`src/rtl/riscv_mem_pkg.sv`:
```
// rtl/riscv_mem_pkg.sv - load/store encodings, fault codes and FSM state for the memory stage.
package riscv_mem_pkg;

  localparam logic [2:0] F3_B  = 3'b000;
  localparam logic [2:0] F3_H  = 3'b001;
  localparam logic [2:0] F3_W  = 3'b010;
  localparam logic [2:0] F3_D  = 3'b011;
  localparam logic [2:0] F3_BU = 3'b100;
  localparam logic [2:0] F3_HU = 3'b101;
  localparam logic [2:0] F3_WU = 3'b110;

  localparam logic [1:0] FAULT_NONE     = 2'b00;
  localparam logic [1:0] FAULT_MISALIGN = 2'b01;
  localparam logic [1:0] FAULT_TIMEOUT  = 2'b10;
  localparam logic [1:0] FAULT_ILLEGAL  = 2'b11;

  typedef enum logic [1:0] {ST_IDLE, ST_REQ, ST_DONE} state_e;

  // log2 of the access size in bytes
  function automatic logic [1:0] size_log2(input logic [2:0] funct3);
    return funct3[1:0];
  endfunction

  function automatic logic op_legal(input logic is_load, input logic is_store,
                                    input logic [2:0] funct3, input logic xlen64);
    logic ok;
    ok = 1'b0;
    if (is_load && !is_store) begin
      case (funct3)
        F3_B, F3_H, F3_W, F3_BU, F3_HU: ok = 1'b1;
        F3_D, F3_WU:                    ok = xlen64;
        default:                        ok = 1'b0;
      endcase
    end else if (is_store && !is_load) begin
      case (funct3)
        F3_B, F3_H, F3_W: ok = 1'b1;
        F3_D:             ok = xlen64;
        default:          ok = 1'b0;
      endcase
    end
    return ok;
  endfunction

endpackage

```
`src/rtl/load_align.sv`:
```
// rtl/load_align.sv - selects the addressed lanes of read data and sign/zero extends to XLEN.
module load_align #(
  parameter  int XLEN = 32,
  localparam int OW   = $clog2(XLEN/8)
) (
  input  logic [XLEN-1:0] rdata_i,
  input  logic [OW-1:0]   offset_i,
  input  logic [2:0]      funct3_i,
  output logic [XLEN-1:0] data_o
);

  logic [XLEN-1:0] shifted;

  assign shifted = rdata_i >> {offset_i, 3'b000};

  // funct3[2] marks the unsigned variants
  always_comb begin
    data_o = shifted;
    case (funct3_i[1:0])
      2'b00:   data_o = funct3_i[2] ? XLEN'(shifted[7:0])  : XLEN'($signed(shifted[7:0]));
      2'b01:   data_o = funct3_i[2] ? XLEN'(shifted[15:0]) : XLEN'($signed(shifted[15:0]));
      2'b10:   data_o = funct3_i[2] ? XLEN'(shifted[31:0]) : XLEN'($signed(shifted[31:0]));
      default: data_o = shifted;
    endcase
  end

endmodule

```
`src/rtl/mem_access_unit.sv`:
```
// rtl/mem_access_unit.sv - MEM stage: load/store lane steering, req/ack data memory port with timeout.
module mem_access_unit
  import riscv_mem_pkg::*;
#(
  parameter int XLEN    = 32,
  parameter int REG_AW  = 5,
  parameter int TIMEOUT = 16
) (
  input  logic                clk,
  input  logic                rst,
  input  logic                valid_i,
  output logic                ready_o,
  input  logic                is_load_i,
  input  logic                is_store_i,
  input  logic [2:0]          funct3_i,
  input  logic [XLEN-1:0]     addr_i,
  input  logic [XLEN-1:0]     store_data_i,
  input  logic [XLEN-1:0]     alu_result_i,
  input  logic                wb_en_i,
  input  logic [REG_AW-1:0]   rd_addr_i,
  output logic                dmem_req_o,
  output logic                dmem_we_o,
  output logic [XLEN/8-1:0]   dmem_be_o,
  output logic [XLEN-1:0]     dmem_addr_o,
  output logic [XLEN-1:0]     dmem_wdata_o,
  input  logic                dmem_ack_i,
  input  logic [XLEN-1:0]     dmem_rdata_i,
  output logic                valid_o,
  output logic                wb_en_o,
  output logic [REG_AW-1:0]   rd_addr_o,
  output logic [XLEN-1:0]     wb_data_o,
  output logic                fault_o,
  output logic [1:0]          fault_code_o
);

  localparam int BW = XLEN/8;
  localparam int OW = $clog2(BW);
  localparam int CW = $clog2(TIMEOUT+1);
  localparam logic [CW-1:0] CNT_LAST = CW'(TIMEOUT-1);

  state_e              state_q, state_d;
  logic [CW-1:0]       cnt_q, cnt_d;
  logic                we_q, we_d;
  logic [BW-1:0]       be_q, be_d;
  logic [XLEN-1:0]     addr_q, addr_d;
  logic [XLEN-1:0]     wdata_q, wdata_d;
  logic [OW-1:0]       off_q, off_d;
  logic [2:0]          f3_q, f3_d;
  logic                wen_q, wen_d;
  logic [REG_AW-1:0]   rd_q, rd_d;
  logic [XLEN-1:0]     res_q, res_d;
  logic [1:0]          code_q, code_d;

  logic [OW-1:0]       off_in;
  logic [1:0]          sz;
  logic [BW-1:0]       size_mask;
  logic [BW-1:0]       be_in;
  logic [OW-1:0]       amask;
  logic                misaligned;
  logic                legal;
  logic [XLEN-1:0]     wdata_in;
  logic [XLEN-1:0]     ld_data;

  assign off_in     = addr_i[OW-1:0];
  assign sz         = size_log2(funct3_i);
  assign amask      = OW'((8'd1 << sz) - 8'd1);
  assign misaligned = |(off_in & amask);
  assign legal      = op_legal(is_load_i, is_store_i, funct3_i, XLEN == 64);
  assign be_in      = size_mask << off_in;

  always_comb begin
    case (sz)
      2'd0:    size_mask = BW'(1);
      2'd1:    size_mask = BW'(3);
      2'd2:    size_mask = BW'(15);
      default: size_mask = BW'(255);
    endcase
  end

  // each lane i takes store byte (i mod access size), replicating the low bytes
  always_comb begin
    int lm;
    lm = (1 << sz) - 1;
    wdata_in = '0;
    for (int i = 0; i < BW; i++) begin
      wdata_in[8*i +: 8] = store_data_i[8*(i & lm) +: 8];
    end
  end

  load_align #(.XLEN(XLEN)) u_load_align (
    .rdata_i  (dmem_rdata_i),
    .offset_i (off_q),
    .funct3_i (f3_q),
    .data_o   (ld_data)
  );

  always_comb begin
    state_d = state_q;
    cnt_d   = cnt_q;
    we_d    = we_q;
    be_d    = be_q;
    addr_d  = addr_q;
    wdata_d = wdata_q;
    off_d   = off_q;
    f3_d    = f3_q;
    wen_d   = wen_q;
    rd_d    = rd_q;
    res_d   = res_q;
    code_d  = code_q;
    case (state_q)
      ST_IDLE: begin
        cnt_d = '0;
        if (valid_i) begin
          rd_d    = rd_addr_i;
          f3_d    = funct3_i;
          off_d   = off_in;
          be_d    = be_in;
          addr_d  = {addr_i[XLEN-1:OW], {OW{1'b0}}};
          wdata_d = wdata_in;
          we_d    = is_store_i;
          res_d   = '0;
          code_d  = FAULT_NONE;
          wen_d   = 1'b0;
          state_d = ST_DONE;
          if (!is_load_i && !is_store_i) begin
            res_d = alu_result_i;
            wen_d = wb_en_i;
          end else if (!legal) begin
            code_d = FAULT_ILLEGAL;
          end else if (misaligned) begin
            code_d = FAULT_MISALIGN;
          end else begin
            wen_d   = wb_en_i & is_load_i;
            state_d = ST_REQ;
          end
        end
      end
      ST_REQ: begin
        // an ack on the final permitted cycle still completes normally
        if (dmem_ack_i) begin
          res_d   = we_q ? '0 : ld_data;
          state_d = ST_DONE;
        end else if (cnt_q == CNT_LAST) begin
          code_d  = FAULT_TIMEOUT;
          wen_d   = 1'b0;
          state_d = ST_DONE;
        end else begin
          cnt_d = cnt_q + CW'(1);
        end
      end
      ST_DONE: state_d = ST_IDLE;
      default: state_d = ST_IDLE;
    endcase
  end

  always_ff @(posedge clk) begin
    if (rst) begin
      state_q <= ST_IDLE;
      cnt_q   <= '0;
      we_q    <= 1'b0;
      be_q    <= '0;
      addr_q  <= '0;
      wdata_q <= '0;
      off_q   <= '0;
      f3_q    <= '0;
      wen_q   <= 1'b0;
      rd_q    <= '0;
      res_q   <= '0;
      code_q  <= FAULT_NONE;
    end else begin
      state_q <= state_d;
      cnt_q   <= cnt_d;
      we_q    <= we_d;
      be_q    <= be_d;
      addr_q  <= addr_d;
      wdata_q <= wdata_d;
      off_q   <= off_d;
      f3_q    <= f3_d;
      wen_q   <= wen_d;
      rd_q    <= rd_d;
      res_q   <= res_d;
      code_q  <= code_d;
    end
  end

  logic in_req, in_done;
  assign in_req  = (state_q == ST_REQ);
  assign in_done = (state_q == ST_DONE);

  assign ready_o      = (state_q == ST_IDLE);
  assign dmem_req_o   = in_req;
  assign dmem_we_o    = in_req & we_q;
  assign dmem_be_o    = in_req ? be_q : '0;
  assign dmem_addr_o  = in_req ? addr_q : '0;
  assign dmem_wdata_o = in_req ? wdata_q : '0;
  assign valid_o      = in_done;
  assign wb_en_o      = in_done & wen_q;
  assign rd_addr_o    = in_done ? rd_q : '0;
  assign wb_data_o    = in_done ? res_q : '0;
  assign fault_o      = in_done & (code_q != FAULT_NONE);
  assign fault_code_o = in_done ? code_q : FAULT_NONE;

endmodule
```
`config.mk`:
```
export PLATFORM = sky130hd
export DESIGN_NAME = mem_access_unit
export DESIGN_NICKNAME = d
export VERILOG_FILES = /design/src/rtl/riscv_mem_pkg.sv /design/src/rtl/load_align.sv /design/src/rtl/mem_access_unit.sv
export SDC_FILE = /design/constraint.sdc
export NUM_CORES = 1
export LEC_CHECK = 0
export CORE_MARGIN = 2
export CORE_UTILIZATION = 46
export CTS_BUF_LIST = sky130_fd_sc_hd__clkbuf_8
export CTS_CLUSTER_SIZE = 14
export DETAILED_ROUTE_END_ITERATION = 16
export GPL_ROUTABILITY_DRIVEN = 0
export PLACE_DENSITY = 0.91
export REMOVE_ABC_BUFFERS = 1
export SLEW_MARGIN = 20
export SYNTH_ARGS = -nofsm -noshare
export SYNTH_HDL_FRONTEND = slang
export SYNTH_HIERARCHICAL = 1
export SYNTH_SLANG_ARGS = --single-unit
```
`constraint.sdc`:
```
create_clock -name clk -period 2.4 [get_ports clk]
set_input_delay 0.24 -clock clk [delete_from_list [all_inputs] [get_ports clk]]
set_output_delay 0.24 -clock clk [all_outputs]
set_load 0.05 [all_outputs]
```
==> results of run 1 <==
per-stage QoR:
stage	setup WS (ps)	hold WS (ps)	utilization [%]	instances
after floorplan	-1749	309.1	-	739
after global placement	340.5	435.9	67.54	1198
after detailed placement	311.8	441.8	67.54	1198
after CTS	202.2	310.1	70.76	1229
after global routing	122.4	340.4	70.76	1229
final	186.9	335.7	70.76	1229
cells in the mapped netlist (3+ instances only):
library cell	number	share of area, %
dfxtp_1	119	36
nor2b_1	9	0.85
o2bb2ai_1	8	1.1
mux2_4	3	0.68
o21ai_0	14	1.1
nand3_1	3	0.23
a311oi_1	8	1.1
and2_1	68	6.5
or4_1	3	0.34
o211ai_1	9	1.0
o22ai_1	8	0.76
and3_1	41	3.9
buf_2	27	2.1
buf_4	10	1.1
clkbuf_1	46	2.6
nand2b_1	12	1.1
inv_1	4	0.23
or2_2	9	0.85
nor2_1	27	1.5
mux2_2	9	1.5
a21oi_1	120	9.1
nand2_1	121	6.9
a32oi_1	32	4.3
mux2i_1	25	3.8
a211oi_1	47	5.4
worst min path at each step:
stage               depth (start not counted)          to        from  slack, ps
global placement                            2     be_q[2]     be_q[2]        440
floorplan                                   1  addr_q[10]         rst        310
CTS                                         2     f3_q[1]         rst        310
detailed placement                          2  addr_q[25]  addr_q[25]        440
global route                                3   addr_q[5]   addr_i[5]        340
finish                                      2  wdata_q[0]         rst        340
sequential cells by signal (all words and copies together), names as in the netlist:
signal,count
state_q,2
cnt_q,5
be_q,4
wen_q,1
we_q,1
res_q,32
addr_q,30
f3_q,3
rd_q,5
off_q,2
wdata_q,32
code_q,2
area by class of cell:
cell class	count	area, µm²
Clock inverter	11	171.4
Timing Repair Buffer	279	3000
Inverter	6	22.52
Multi-Input combinational cell	614	3780
Fill cell	991	4075
Clock buffer	20	275.3
Sequential cell	119	2385
Tap cell	180	225.2
report_power, final:
group	leakage (nW)	internal [mW]	total, mW	switching (mW)
registers	0.981	2.13	2.22	0.0889
clock network	0.221	1.21	2.05	0.835
logic	2.73	0.622	1.37	0.750
total	3.94	3.97	5.64	1.67
logic make-up after synthesis:
kind of cell	synth area share, %
AO/OA/AOI/OAI	26.37
AND/OR/NAND/NOR	24.24
other	0.05695
flip-flops	36.18
buffers and inverters	6.612
XOR/XNOR	0.1330
multiplexers	6.023
adder cells (fa/ha/maj)	0.3800
layer usage:
layer | up-vias | routed length, µm | share of wire [%] | track usage [%]
met5 | - | 0 | 0 | 0
met4 | 0 | 1078 | 4.8 | 16.48
met3 | 85 | 2249 | 10 | 6.914
met2 | 455 | 10640 | 48 | 48.04
met1 | 3327 | 8332 | 37 | 33.37
li1 | 3394 | - | - | -
worst max-delay path, stage by stage, from the launching register on:
cell	delay (ps)
dfxtp_2	420
inv_1	350
buf_4	310
and3_1	280
buf_12	160
repair_timing:
item / CTS / global route
hold buffers: 0 / 0
gates resized for setup: 1 / 0
setup endpoints to repair: 8 / 0
==> impl_results.md, run 1 <==
- Post-CTS setup buffers: 0
- Grt ovf: 0
- Period utilisation layout: 92.21%
- Slew at the pin closest to its max-slew limit: 687.6 ps
- Row cnt: 43
- Max Freq: 451.9 MHz
- Wirelength per Cell: 18.15 µm
- Reg2reg path depth: 6
- Die Wd: 123.6 µm
- Commonest cells after routing, fill and taps aside: clkdlybuf4s50_1, nand2_1, a21oi_1
- Total vias in the final route: 7,261
- Critical path startpoint: state_q[0]
- Slew headroom: 54.16%
- CP Capture Point: wb_data_o[10]
- Ports: 256
- Post-DR vias/cell: 5.908
- Residual DRC count: 0
- RSZ-0062 raised after global routing: false
- Tmin final: 2213 ps
- Status: finished, final reports clean
- Most frequently used flop master after synthesis: dfxtp_1
- WP data required: 2160 ps
- Static leakage power: 3.936 nW
- Critical path fanouts, max: 21
- Vias in the first global route: 6,802
- DIE HEIGHT: 123.6 µm
- Critical Path Start Type: flop
- Final hold viol count: 0
- Yosys reg bits: 119
- FF-to-FF End: res_q[19]
- Mapped cell area: 6585 µm²
- First drt pass iteration count: 5
- Clock transition at the registers of the reported paths: 70 ps
- Core area: 13,930 µm²
- R2R Setup Slk: 390 ps
- CTS max path bufs: 2
- Commonest non-fill, non-tap cell in the layout: clkdlybuf4s50_1
- Share of layout cells above drive strength 1: 19.16%
- Syn_area_per_cell: 7.982 µm²
- Number of routed nets with antenna violations: 0
- TritonCTS Buffers: 17
- Total Negative Setup Slacks: 0 ps
- Number of diodes: 0
- Placed Area: 9412 µm²
- Area Growth Syn to Fin: 49.72%
- Clock latency on the worst-skew pair: 450 ps
- Root Driver: clkbuf_8
- CP Capture Type: primary output
- Initial Util: 47.26%
- Setup Skew: 8.598 ps
- EDFF count, synth: 0
- Yosys warning count: 6
- Nets: 1,182
- Sink Count: 119
- Post-DP HPWL: 14,980 µm
- PortBufs: 253
- Critical R2R Launch: off_q[1]
- Crit Path Category: flop to primary output
- Cells after Synth: 825
- Antenna violations before repair: 0
- Critical path arrival: 1970 ps
- Distinct cells, synth: 59
- PD cells: 572.2 nW/µm²
- Gr usage total: 28.67%
- Drt total wl: 22,300 µm
- Asr flop ratio synth: 0%
- VDD IR max: 336.9 µV
- Largest net degree at the start of global routing: 70
- First-pass GRT wire length: 34,480 µm
- Layout Cell Area excl Fill: 9859 µm²
- Register area share after synthesis: 36.18%
- H-tree depth: 4
- CTS tree: yes
- Die Area: 15,290 µm²
- Worst Hold Class: primary input to flop
- Design Power: 5.641 mW
- Drt initial violations: 741
- # Max-Cap Violations: 0
- Slew Limit Fails: 0
- Final Setup Violations: 0
Power figures use the tool's default switching activity.
==> run 2: changes to the inputs <==
--- a/config.mk
+++ b/config.mk
@@ -5,6 +5,7 @@
 export SDC_FILE = /design/constraint.sdc
 export NUM_CORES = 1
 export LEC_CHECK = 0
+export ABC_AREA = 0
 export CORE_MARGIN = 2
 export CORE_UTILIZATION = 46
 export CTS_BUF_LIST = sky130_fd_sc_hd__clkbuf_8
==> results of run 2 <==
The final DEF is identical to that of run 1; final timing and power are the same.
==> run 3: changes to the inputs <==
--- a/config.mk
+++ b/config.mk
@@ -6,13 +6,13 @@
 export NUM_CORES = 1
 export LEC_CHECK = 0
 export ABC_AREA = 0
-export CORE_MARGIN = 2
+export CORE_MARGIN = 5
 export CORE_UTILIZATION = 46
 export CTS_BUF_LIST = sky130_fd_sc_hd__clkbuf_8
 export CTS_CLUSTER_SIZE = 14
 export DETAILED_ROUTE_END_ITERATION = 16
 export GPL_ROUTABILITY_DRIVEN = 0
-export PLACE_DENSITY = 0.91
+export PLACE_DENSITY_LB_ADDON = 0.15
 export REMOVE_ABC_BUFFERS = 1
 export SLEW_MARGIN = 20
 export SYNTH_ARGS = -nofsm -noshare
==> run 3 against run 2 <==
Net effect:
- hold slack improved by 5.1 ps
- maximum frequency rose by 0.32%
- first-iteration DRC count fell by 38%
- critical path type unchanged
- sequential cell count did not move
- sequential power barely moved
- critical path depth rose by 2
- largest power group unchanged
- non-clock buffer count rose by 7
==> impl_results.md, run 3 (synthesis results as in run 1) <==
- Setup Skew: 8.652 ps (was 8.598 ps)
- CTS max path bufs: 2 (unchanged)
- Largest net degree at the start of global routing: 64 (was 70)
- Total vias in the final route: 7,022 (was 7,261)
- Grt ovf: 0 (unchanged)
- Gr usage total: 25.74% (was 28.67%)
- Period utilisation layout: 91.92% (was 92.21%)
- H-tree depth: 4 (unchanged)
- DIE HEIGHT: 129.6 µm (was 123.6 µm)
- Wirelength per Cell: 17.86 µm (was 18.15 µm)
- Final Non-Filler Cells: 1,237 (was 1,229)
- Dpl cells: 1,205 (was 1,198)
- TritonCTS Buffers: 17 (unchanged)
- Int Pwr: 4.127 mW (was 3.967 mW)
- Clock share of power: 37.4% (was 36.3%)
- Final Setup Violations: 0 (unchanged)
- Root Driver: clkbuf_8 (unchanged)
- Final Util: 71.27% (was 70.76%)
- Ports: 256 (unchanged)
- Die Wd: 129.6 µm (was 123.6 µm)
- Number of routed nets with antenna violations: 0 (unchanged)
- Sw Ratio: 27.93% (was 29.69%)
- Vias in the first global route: 6,629 (was 6,802)
- Status: finished, final reports clean (unchanged)
- Psw: 1.599 mW (was 1.675 mW)
- Critical R2R Launch: off_q[1] (unchanged)
- WHS Endpoint: wdata_q[24] (was wdata_q[0])
- Clock latency on the worst-skew pair: 440 ps (was 450 ps)
- CP Capture Type: primary output (unchanged)
- Post-DP HPWL: 15,810 µm (was 14,980 µm)
- Static leakage power: 3.998 nW (was 3.936 nW)
- RSZ-0062 raised after global routing: false (unchanged)
- Tmin final: 2206 ps (was 2213 ps)
- Row cnt: 43 (unchanged)
- CTS tree: yes (unchanged)
- Sequential group share of total power: 38.9% (was 39.4%)
- CP most frequent cell: buf_4
- WP data required: 2160 ps (about the same)
- Residual DRC count: 0 (unchanged)
- Critical Path Start Type: flop (unchanged)
- Commonest non-fill, non-tap cell in the layout: clkdlybuf4s50_1 (unchanged)
- Worst hold start: rst (unchanged)
- Sink Count: 119 (unchanged)
- Post-CTS setup buffers: 0 (unchanged)
- Reg2reg path depth: 5 (was 6)
- Commonest cells after routing, fill and taps aside: clkdlybuf4s50_1, nand2_1, a21oi_1 (unchanged)
- Crit Path Category: flop to primary output (unchanged)
- Nets: 1,189 (was 1,182)
- FF-to-FF End: res_q[22] (was res_q[19])
- VDD IR max: 304.9 µV (was 336.9 µV)
- Number of diodes: 0 (unchanged)
- Hold-fix buffer count after cts: 0 (unchanged)
- Share of layout cells above drive strength 1: 19.58% (was 19.16%)
- Critical path arrival: 1970 ps (about the same)
- PD cells: 576.7 nW/µm² (was 572.2 nW/µm²)
- Slew headroom: 55.12% (was 54.16%)
- Worst Hold Class: primary input to flop (unchanged)
- Core area: 13,930 µm² (unchanged)
- Max Freq: 453.3 MHz (was 451.9 MHz)
- Crit-path max cell delay: 470 ps (was 420 ps)
- Slew at the pin closest to its max-slew limit: 673.2 ps (was 687.6 ps)
- Slew Limit Fails: 0 (unchanged)
- Layout Cell Area excl Fill: 9931 µm² (was 9859 µm²)
- Drt total wl: 22,090 µm (was 22,300 µm)
- Area Growth Syn to Fin: 50.81% (was 49.72%)
- Regs by FF count: res_q (32), wdata_q (32), addr_q (30) (unchanged)
- Post-DR vias/cell: 5.677 (was 5.908)
- Worst Hold Depth: 2 (unchanged)
- Filler cell count: 1,170 (was 991)
- Resize count post-CTS: 1 (unchanged)
- Clock transition at the registers of the reported paths: 70 ps (about the same)
- Critical path startpoint: state_q[0] (unchanged)
- Antenna violations before repair: 0 (unchanged)
- PortBufs: 253 (unchanged)
- Crit-path slowest cell: dfxtp_2 (unchanged)
- # Max-Cap Violations: 0 (unchanged)
- R2R Setup Slk: 470 ps (was 390 ps)
- Logic gate share of total power: 23.8% (was 24.3%)
- Initial Util: 47.26% (unchanged)
- Final hold viol count: 0 (unchanged)
- Placed Area: 9452 µm² (was 9412 µm²)
- First-pass GRT wire length: 34,680 µm (was 34,480 µm)
- First drt pass iteration count: 5 (unchanged)
- Drt initial violations: 456 (was 741)
- Die Area: 16,810 µm² (was 15,290 µm²)
- Critical path fanouts, max: 21 (unchanged)
- Critical-path cell list: buf_4 > nand2b_1 > inv_2 > buf_4 > and2_1 > buf_4 (was inv_1 > buf_4 > and3_1 > buf_12)
-- run 3: changes by cell type in the layout (fill, tap and decap cells not counted) --
| cell | delta |
|---|---|
| clkinvlp_4 | -2 |
| dfxtp_2 | -1 |
| inv_6 | -1 |
| clkbuf_8 | +2 |
| inv_1 | +2 |
| clkinv_4 | -2 |
| bufinv_16 | +1 |
| buf_12 | -1 |
| buf_4 | +8 |
| dfxtp_4 | +1 |
| clkinv_2 | +1 |
-- run 3: layer usage --
metal / track usage (%) / vias up / wire length [µm]
met4: 9.291 / 0 / 484
met3: 8.697 / 42 / 2568
li1: - / 3383 / -
met2: 40.73 / 367 / 10210
met5: 0 / - / 0
met1: 32.73 / 3230 / 8828
-- run 3: how the worst max path moves through the flow --
stage	depth (start not counted)	slack, ps	endpoint
finish	6	190	dmem_addr_o[15]
global route	6	5	dmem_addr_o[15]
CTS	5	110	fault_o
detailed placement	6	410	res_q[11]
global placement	6	420	res_q[31]
floorplan	3	-1750	code_q[0]
-- run 3: stage by stage --
step / power [mW] / hold slack (ps) / setup TNS (ps) / worst slack [ps]
global route: 5.995 / 334.2 / 0 / 5.087
floorplan: 2.956 / 309.1 / -185270 / -1749
detailed placement: 3.617 / 438.7 / 0 / 410.1
global placement: 3.598 / 435.1 / 0 / 420.6
finish: 5.727 / 340.8 / 0 / 194.0
CTS: 5.762 / 321.8 / 0 / 110.1
-- run 3: power groups by stage --
stage	clock network, mW	registers [mW]	logic [mW]
finish	2.14	2.23	1.36
global route	2.28	2.25	1.47
CTS	2.18	2.22	1.36
detailed placement	0	2.27	1.35
global placement	0	2.26	1.34
floorplan	0	2.26	0.698
-- run 3: critical path, delay by kind of cell (launching register included) --
| kind | cells | cell delay (ps) |
|---|---|---|
| buf+inv | 4 | 760 |
| simple gates | 2 | 290 |
| flops | 1 | 470 |
-- run 3: area by class of cell --
type	instances	area, µm²	area share (%)
sequential	119	2387	24.04
clock inverter	10	172.7	1.739
multi-input combinational	614	3780	38.06
tap	180	225.2	2.268
clock buffer	22	302.8	3.049
timing repair buffer	286	3040	30.62
inverter	6	22.52	0.2268
